==> src/rtl/recon_mul_113.sv <==
`default_nettype none
// ============================================================================
// Module      : recon_mul_113
// Description : Digit-serial MSB-first reconstructor x = q*DIVISOR + r.
//               Optional range/overflow flag under macro RECON_CHECK_EN.
// Revision    : 1.0
// ============================================================================
module recon_mul_113 #(
    parameter int WIDTH   = 24,
    parameter int DIVISOR = 113,
    parameter int QW      = 18,
    parameter int RW      = 7,
    parameter int CHUNK   = 3
) (
    input  logic             clk,
    input  logic             rst_n,
    input  logic             in_valid,
    output logic             in_ready,
    input  logic [QW-1:0]    q_in,
    input  logic [RW-1:0]    r_in,
    output logic             out_valid,
    input  logic             out_ready,
    output logic [WIDTH-1:0] x_out,
    output logic             err
);

    localparam int NDIG = QW / CHUNK;
    localparam int CW   = (NDIG > 1) ? $clog2(NDIG) : 1;
    localparam int AW   = QW + RW + 1;
    // Accumulator keeps at least one bit above WIDTH so overflow is observable.
    localparam int FW   = (AW > WIDTH) ? AW : WIDTH + 1;

    typedef enum logic [1:0] {
        IDLE = 2'd0,
        RUN  = 2'd1,
        DONE = 2'd2
    } state_t;

    state_t           state_q, state_d;
    logic [QW-1:0]    qs_q, qs_d;
    logic [RW-1:0]    rs_q, rs_d;
    logic [FW-1:0]    acc_q, acc_d;
    logic [CW-1:0]    cnt_q, cnt_d;
    logic [WIDTH-1:0] x_q, x_d;
    logic             ov_q, ov_d;

    logic [CHUNK-1:0] w_digit;
    logic [FW-1:0]    w_step;
    logic [WIDTH-1:0] w_x;
    logic             w_last;

    assign w_digit = qs_q[QW-1 -: CHUNK];
    assign w_step  = (acc_q << CHUNK) + FW'(w_digit) * FW'(DIVISOR);
    assign w_x     = w_step[WIDTH-1:0] + WIDTH'(rs_q);
    assign w_last  = (cnt_q == CW'(NDIG - 1));

    assign in_ready  = (state_q == IDLE);
    assign out_valid = ov_q;
    assign x_out     = x_q;

    always_comb begin
        state_d = state_q;
        qs_d    = qs_q;
        rs_d    = rs_q;
        acc_d   = acc_q;
        cnt_d   = cnt_q;
        x_d     = x_q;
        ov_d    = ov_q;
        case (state_q)
            IDLE: begin
                if (in_valid) begin
                    qs_d    = q_in;
                    rs_d    = r_in;
                    acc_d   = '0;
                    cnt_d   = '0;
                    state_d = RUN;
                end
            end
            RUN: begin
                acc_d = w_step;
                qs_d  = qs_q << CHUNK;
                cnt_d = cnt_q + CW'(1);
                if (w_last) begin
                    x_d     = w_x;
                    ov_d    = 1'b1;
                    state_d = DONE;
                end
            end
            DONE: begin
                if (out_ready) begin
                    ov_d    = 1'b0;
                    state_d = IDLE;
                end
            end
            default: state_d = IDLE;
        endcase
    end

    always_ff @(posedge clk or negedge rst_n) begin
        if (!rst_n) begin
            state_q <= IDLE;
            qs_q    <= '0;
            rs_q    <= '0;
            acc_q   <= '0;
            cnt_q   <= '0;
            x_q     <= '0;
            ov_q    <= 1'b0;
        end else begin
            state_q <= state_d;
            qs_q    <= qs_d;
            rs_q    <= rs_d;
            acc_q   <= acc_d;
            cnt_q   <= cnt_d;
            x_q     <= x_d;
            ov_q    <= ov_d;
        end
    end

`ifdef RECON_CHECK_EN
    logic [FW-1:0] w_full;
    logic          err_q, err_d;

    assign w_full = w_step + FW'(rs_q);

    always_comb begin
        err_d = err_q;
        if (state_q == RUN && w_last) begin
            err_d = (FW'(rs_q) >= FW'(DIVISOR)) || (|w_full[FW-1:WIDTH]);
        end else if (state_q == DONE && out_ready) begin
            err_d = 1'b0;
        end
    end

    always_ff @(posedge clk or negedge rst_n) begin
        if (!rst_n) begin
            err_q <= 1'b0;
        end else begin
            err_q <= err_d;
        end
    end

    assign err = err_q;
`else
    assign err = 1'b0;
`endif

endmodule
`default_nettype wire
==> config.mk <==
export PLATFORM = sky130hd
export DESIGN_NAME = recon_mul_113
export DESIGN_NICKNAME = d
export VERILOG_FILES = /design/src/rtl/recon_mul_113.sv
export SDC_FILE = /design/constraint.sdc
export NUM_CORES = 1
export LEC_CHECK = 0
export CORE_ASPECT_RATIO = 0.5
export CORE_MARGIN = 3
export CORE_UTILIZATION = 60
export CTS_BUF_LIST = sky130_fd_sc_hd__clkbuf_4 sky130_fd_sc_hd__clkbuf_8
export DETAILED_ROUTE_END_ITERATION = 6
export PLACE_DENSITY_LB_ADDON = 0.12
export SLEW_MARGIN = 15
export SYNTH_ARGS = -nofsm -noshare
export SYNTH_HDL_FRONTEND = slang
export SYNTH_SLANG_ARGS = --single-unit
==> constraint.sdc <==
create_clock -name clk -period 10.9 [get_ports clk]
set_input_delay 1.09 -clock clk [delete_from_list [all_inputs] [get_ports clk]]
set_output_delay 1.09 -clock clk [all_outputs]
set_load 0.005 [all_outputs]
; After elaboration in Yosys (flattened, before gate mapping)
; Cells that the tools add are included.
[op_classes]
n_addsub = 3
n_mul = 1
div_mod_pow = 0
n_lt_le_gt_ge = 0
eq_ne = 6
n_shift = 0
mux = 13
bitwise = 0
n_reduce_logical = 8
[op_table]
columns = op, count
row1 = 21-bit case mux with 2 select lines, 1
row2 = 18-bit case mux with 2 select lines, 1
row3 = 24-bit by 10-bit adder with 24-bit output, 1
row4 = 24-bit by 7-bit adder with 24-bit output, 1
row5 = 21-bit two-way mux, 1
row6 = 18-bit two-way mux, 1
row7 = "3-bit by 7-bit multiplier with 10-bit output, second input constant", 1
row8 = 2-bit two-way mux, 3
row9 = "2-bit != test, second input constant", 3
row10 = 2-bit case mux with 3 select lines, 1
row11 = 3-bit case mux with 2 select lines, 1
row12 = 2-bit AND reduction, 3
row13 = 3-bit AND reduction, 2
row14 = 2-bit nonzero test, 2
row15 = "3-bit by 1-bit adder with 3-bit output, second input constant", 1
row16 = "3-bit == test, second input constant", 1
row17 = 3-bit two-way mux, 1
row18 = "2-bit by 1-bit == test with 1-bit output, second input constant", 1
row19 = "2-bit == test, second input constant", 1
row20 = 2-bit logical NOT, 1
row21 = 1-bit two-way mux, 2
row22 = 1-bit case mux with 2 select lines, 1
[word_totals]
reg_bits = 76
latchBits = 0
ram_bits = 0
rom_bits = 0
inputBits = 29
out_inout_bits = 27
wordCells = 38
n_memories = 0

; Logic depth before layout (Yosys ltp)
[depth]
word_depth = 3
ltp_mapped = 14

; Worst setup path before layout
; OpenSTA, ideal clock, no wires.
[synth_timing]
path_type = register to register
from = register qs_q[15]
to = register x_q[23] (netlist: x_out[23])
setup_ns = 0.095
arrival_ns = 3.689
required_time_ns = 10.805
slack_ns = 7.116
stages_incl_launch_ff = 13
n_path_buf = 0
path_cell_list = dfrtp_1 > fa_1 > fa_1 > inv_1 > fa_1 > and2b_1 > o211ai_2 > a211oi_4 > a31oi_1 > a211oi_2 > nand2_1 > o31a_1 > o31ai_1
[synth_between]
elab_chain_cells = 3
[synth_rtl]
columns = element, line
row1 = start: declaration, 40  ; logic [QW-1:0] qs_q, qs_d;
row2 = start signal: assignment, 110  ; qs_q <= qs_d;
row3 = 3-bit by 7-bit multiplier with 10-bit output, 53  ; assign w_step = (acc_q << CHUNK) + FW'(w_digit) * FW'(DIVISOR);
row4 = 24-bit by 10-bit adder with 24-bit output, 53
row5 = 24-bit by 7-bit adder with 24-bit output, 54  ; assign w_x = w_step[WIDTH-1:0] + WIDTH'(rs_q);
row6 = end signal: assignment, 106  ; x_q <= '0;
row7 = end signal: assignment, 114  ; x_q <= x_d;
row8 = end: declaration, 44  ; logic [WIDTH-1:0] x_q, x_d;
; Every way passes these cells.
; A chain may end at the register's enable or synchronous reset.

; Final worst setup path
; Ends and elaborated chain as after synthesis.

==> out/results.tsv <==
stage	metric	value	unit
sta	rsz0062_at_grt	no	
final_layout	drive_above_1_share	5.97	%
floorplanning	initial_core_util	63.2	%
run	cap_violations	0	
routing	ant_nets	0	
placed_design	place.gp.congestion	0.864	
critical_path	endpoint_kind	flop	
floorplanning	dieArea	0.00831	mm2
floorplanning	core_area	0.00683	mm2
yosys	ys_seq_elements	76	
grt	grt_start_max_net_pins	77	
yosys	synth_area_per_cell	8.79	um2
grt	gr-max-usage-layer	met2	
floorplanning	die_h	66.0	um
critical_path	required	11150	ps
final_layout	final_nets	585	
yosys	synth.distinct_cells	50	
final_layout	stdcell_count	628	
sta	finalCritPeriodShare	37.9	%
cts	clk-insertion-delay-late	350	ps
critical_path	path_class	flop to flop	
sta	fin_tns_setup	0	ps
yosys	synth_area_leader_cell	dfrtp_1	
routing	vias	3495	
sta	fin_ws	6770	ps
final_layout	area_delta_synth_final	18.6	%
critical_path	critPathLaunchType	flop	
status	status	complete, no violations	
yosys	ys.warnings.count	0	
worst_hold_path	holdPathStages	2	
cts	clockBufferDepth	2	
floorplanning	rows	21	
placed_design	dpl_worst_slack	6810	ps
grt	grt-ovfl-total	0	
cts	cts_setup_buffers	0	
sta	finalHoldViolCount	0	
critical_path	ff2ff_path_depth	12	
final_layout	layout_commonest_cell	nand2_1	
yosys	synthArstFlopShare	100	%
critical_path	worstPathMaxFanout	8	
cts	clock-sinks	76	
sta	setup_violations	0	
cts	cts-root-buf	clkbuf_8	
sta	timing.hold.ws	478	ps
grt	met3_usage	6.37	%
grt	use_met1	31.9	%
final_layout	final_cell_mix	nand2_1, dfrtp_1, clkdlybuf4s50_1	
cts	cts_buffers	9	
yosys	netlist_top_cells_area	dfrtp_1, nand2_1, ha_1, o21ai_0, xnor2_1	
cts	clk_pin_slew	80	ps
sta	max_freq	242	MHz
floorplanning	ioPinCount	56	
routing	drt_first_iter_violations	284	
grt	use_met2	39.0	%
yosys	yosysSeqAreaShare	44.1	%
sta	tightest_slew	1060	ps
routing	post_drt_wl_per_cell	14.6	um
sta	fin_skew	11.7	ps
cts	cts_tree	done	
placed_design	placed_cells	612	
yosys	syn_inst	491	
worst_hold_path	timing.hold.worst.class	flop to flop	
grt	grt_usage	23.6	%
cts	htree_levels	3	
routing	wirelength	9150	um
placed_design	port_buffers	54	
routing	first_pass_iters	4	
floorplanning	dieWidth	126	um
placed_design	dpl.hpwl	6510	um
routing	drcViolationCount	0	
grt	grt_pass1_vias	3255	
sta	slew_viol_final	0	
grt	antenna_found_initial	0	
yosys	synth_top_area_share	44.1	%
cts	cts_resized	0	
sta	relSlewSlack	28.9	%
yosys	ys.flop_type	dfrtp_1	
cts	holdBufCountCts	0	
grt	grt_pass1_wl	15600	um
yosys	syn_area	0.00432	mm2
final_layout	diodes	0	
routing	drt-vias-per-instance	5.57	
sta	period_needed	4130	ps
critical_path	worstPathArrival	4380	ps
yosys	synth_edf_count	0	
yosys	synth_nets	545	
[Yosys cell counts (3+ instances only)]
library cell / number
a21oi_1: 10
a31oi_1: 15
and2_1: 3
and3_1: 3
clkbuf_1: 23
dfrtp_1: 76
fa_1: 5
ha_1: 20
inv_1: 18
nand2_1: 111
nand2b_1: 6
nand3_1: 29
nand4_1: 7
nor2_1: 28
nor2b_1: 3
nor3_1: 7
o21a_1: 5
o21ai_0: 45
o21ai_1: 4
o31ai_1: 4
xnor2_1: 22
xor2_1: 15
[worst paths after layout]
check,from,end,slack (ps)
min,x_out[17],x_out[17],480
min reg2reg,x_out[17],x_out[17],480
max in group asynchronous,rst_n,acc_q[12],9400
max reg2reg,qs_q[15],x_out[23],6770
max,qs_q[15],x_out[23],6770
min in group asynchronous,rst_n,x_out[11],880
[cell families after synthesis]
logic type / Yosys count / synth area share [%]
AND/OR/NAND/NOR: 209 / 22.1
multiplexers: 1 / 0.261
adder cells (fa/ha/maj): 25 / 8.12
flip-flops: 76 / 44.1
AO/OA/AOI/OAI: 97 / 13.8
other: 1 / 0.0869
XOR/XNOR: 37 / 7.51
buffers and inverters: 45 / 4.06
[area by class of cell]
type | count | area (um2)
multi-input cells | 370 | 2250
flip-flops and latches | 76 | 1900
fillers | 514 | 1710
repair buffers | 56 | 553
clock buffers | 13 | 166
well taps | 92 | 115
clock inverters | 3 | 68.8
inverters | 18 | 67.6
[routing by layer]
| metal | share of wire [%] | up-vias | wire [um] |
|---|---|---|---|
| li1 | - | 1746 | - |
| met1 | 47 | 1642 | 4300 |
| met2 | 47 | 100 | 4280 |
| met3 | 5.5 | 7 | 507 |
| met4 | 0.69 | 0 | 63 |
| met5 | 0 | - | 0 |
[state kept, by name, indices dropped and copies added, names as in the netlist]
name       flops
cnt_q          3
state_q        2
rs_q           7
out_valid      1
qs_q          18
x_out         24
acc_q         21
[worst max-delay path, cell delays in order (launching register included)]
cell and delay (ps):
dfrtp_1 470, fa_1 530, fa_1 550, inv_1 70
fa_1 450, and2b_1 250, o211ai_2 140, a211oi_4 410
a31oi_1 190, a211oi_2 320, nand2_1 110, o31a_1 320
o31ai_1 230
[through the flow]
step	instance area, um2	utilization, %
floorplan	4320	-
global placement	4880	71.4
detailed placement	4880	71.4
CTS	5110	74.9
global route	5120	74.9
finish	5120	74.9
Power is not shown: default switching activity piles up to over one toggle a cycle in this logic, so the estimate is an artifact.
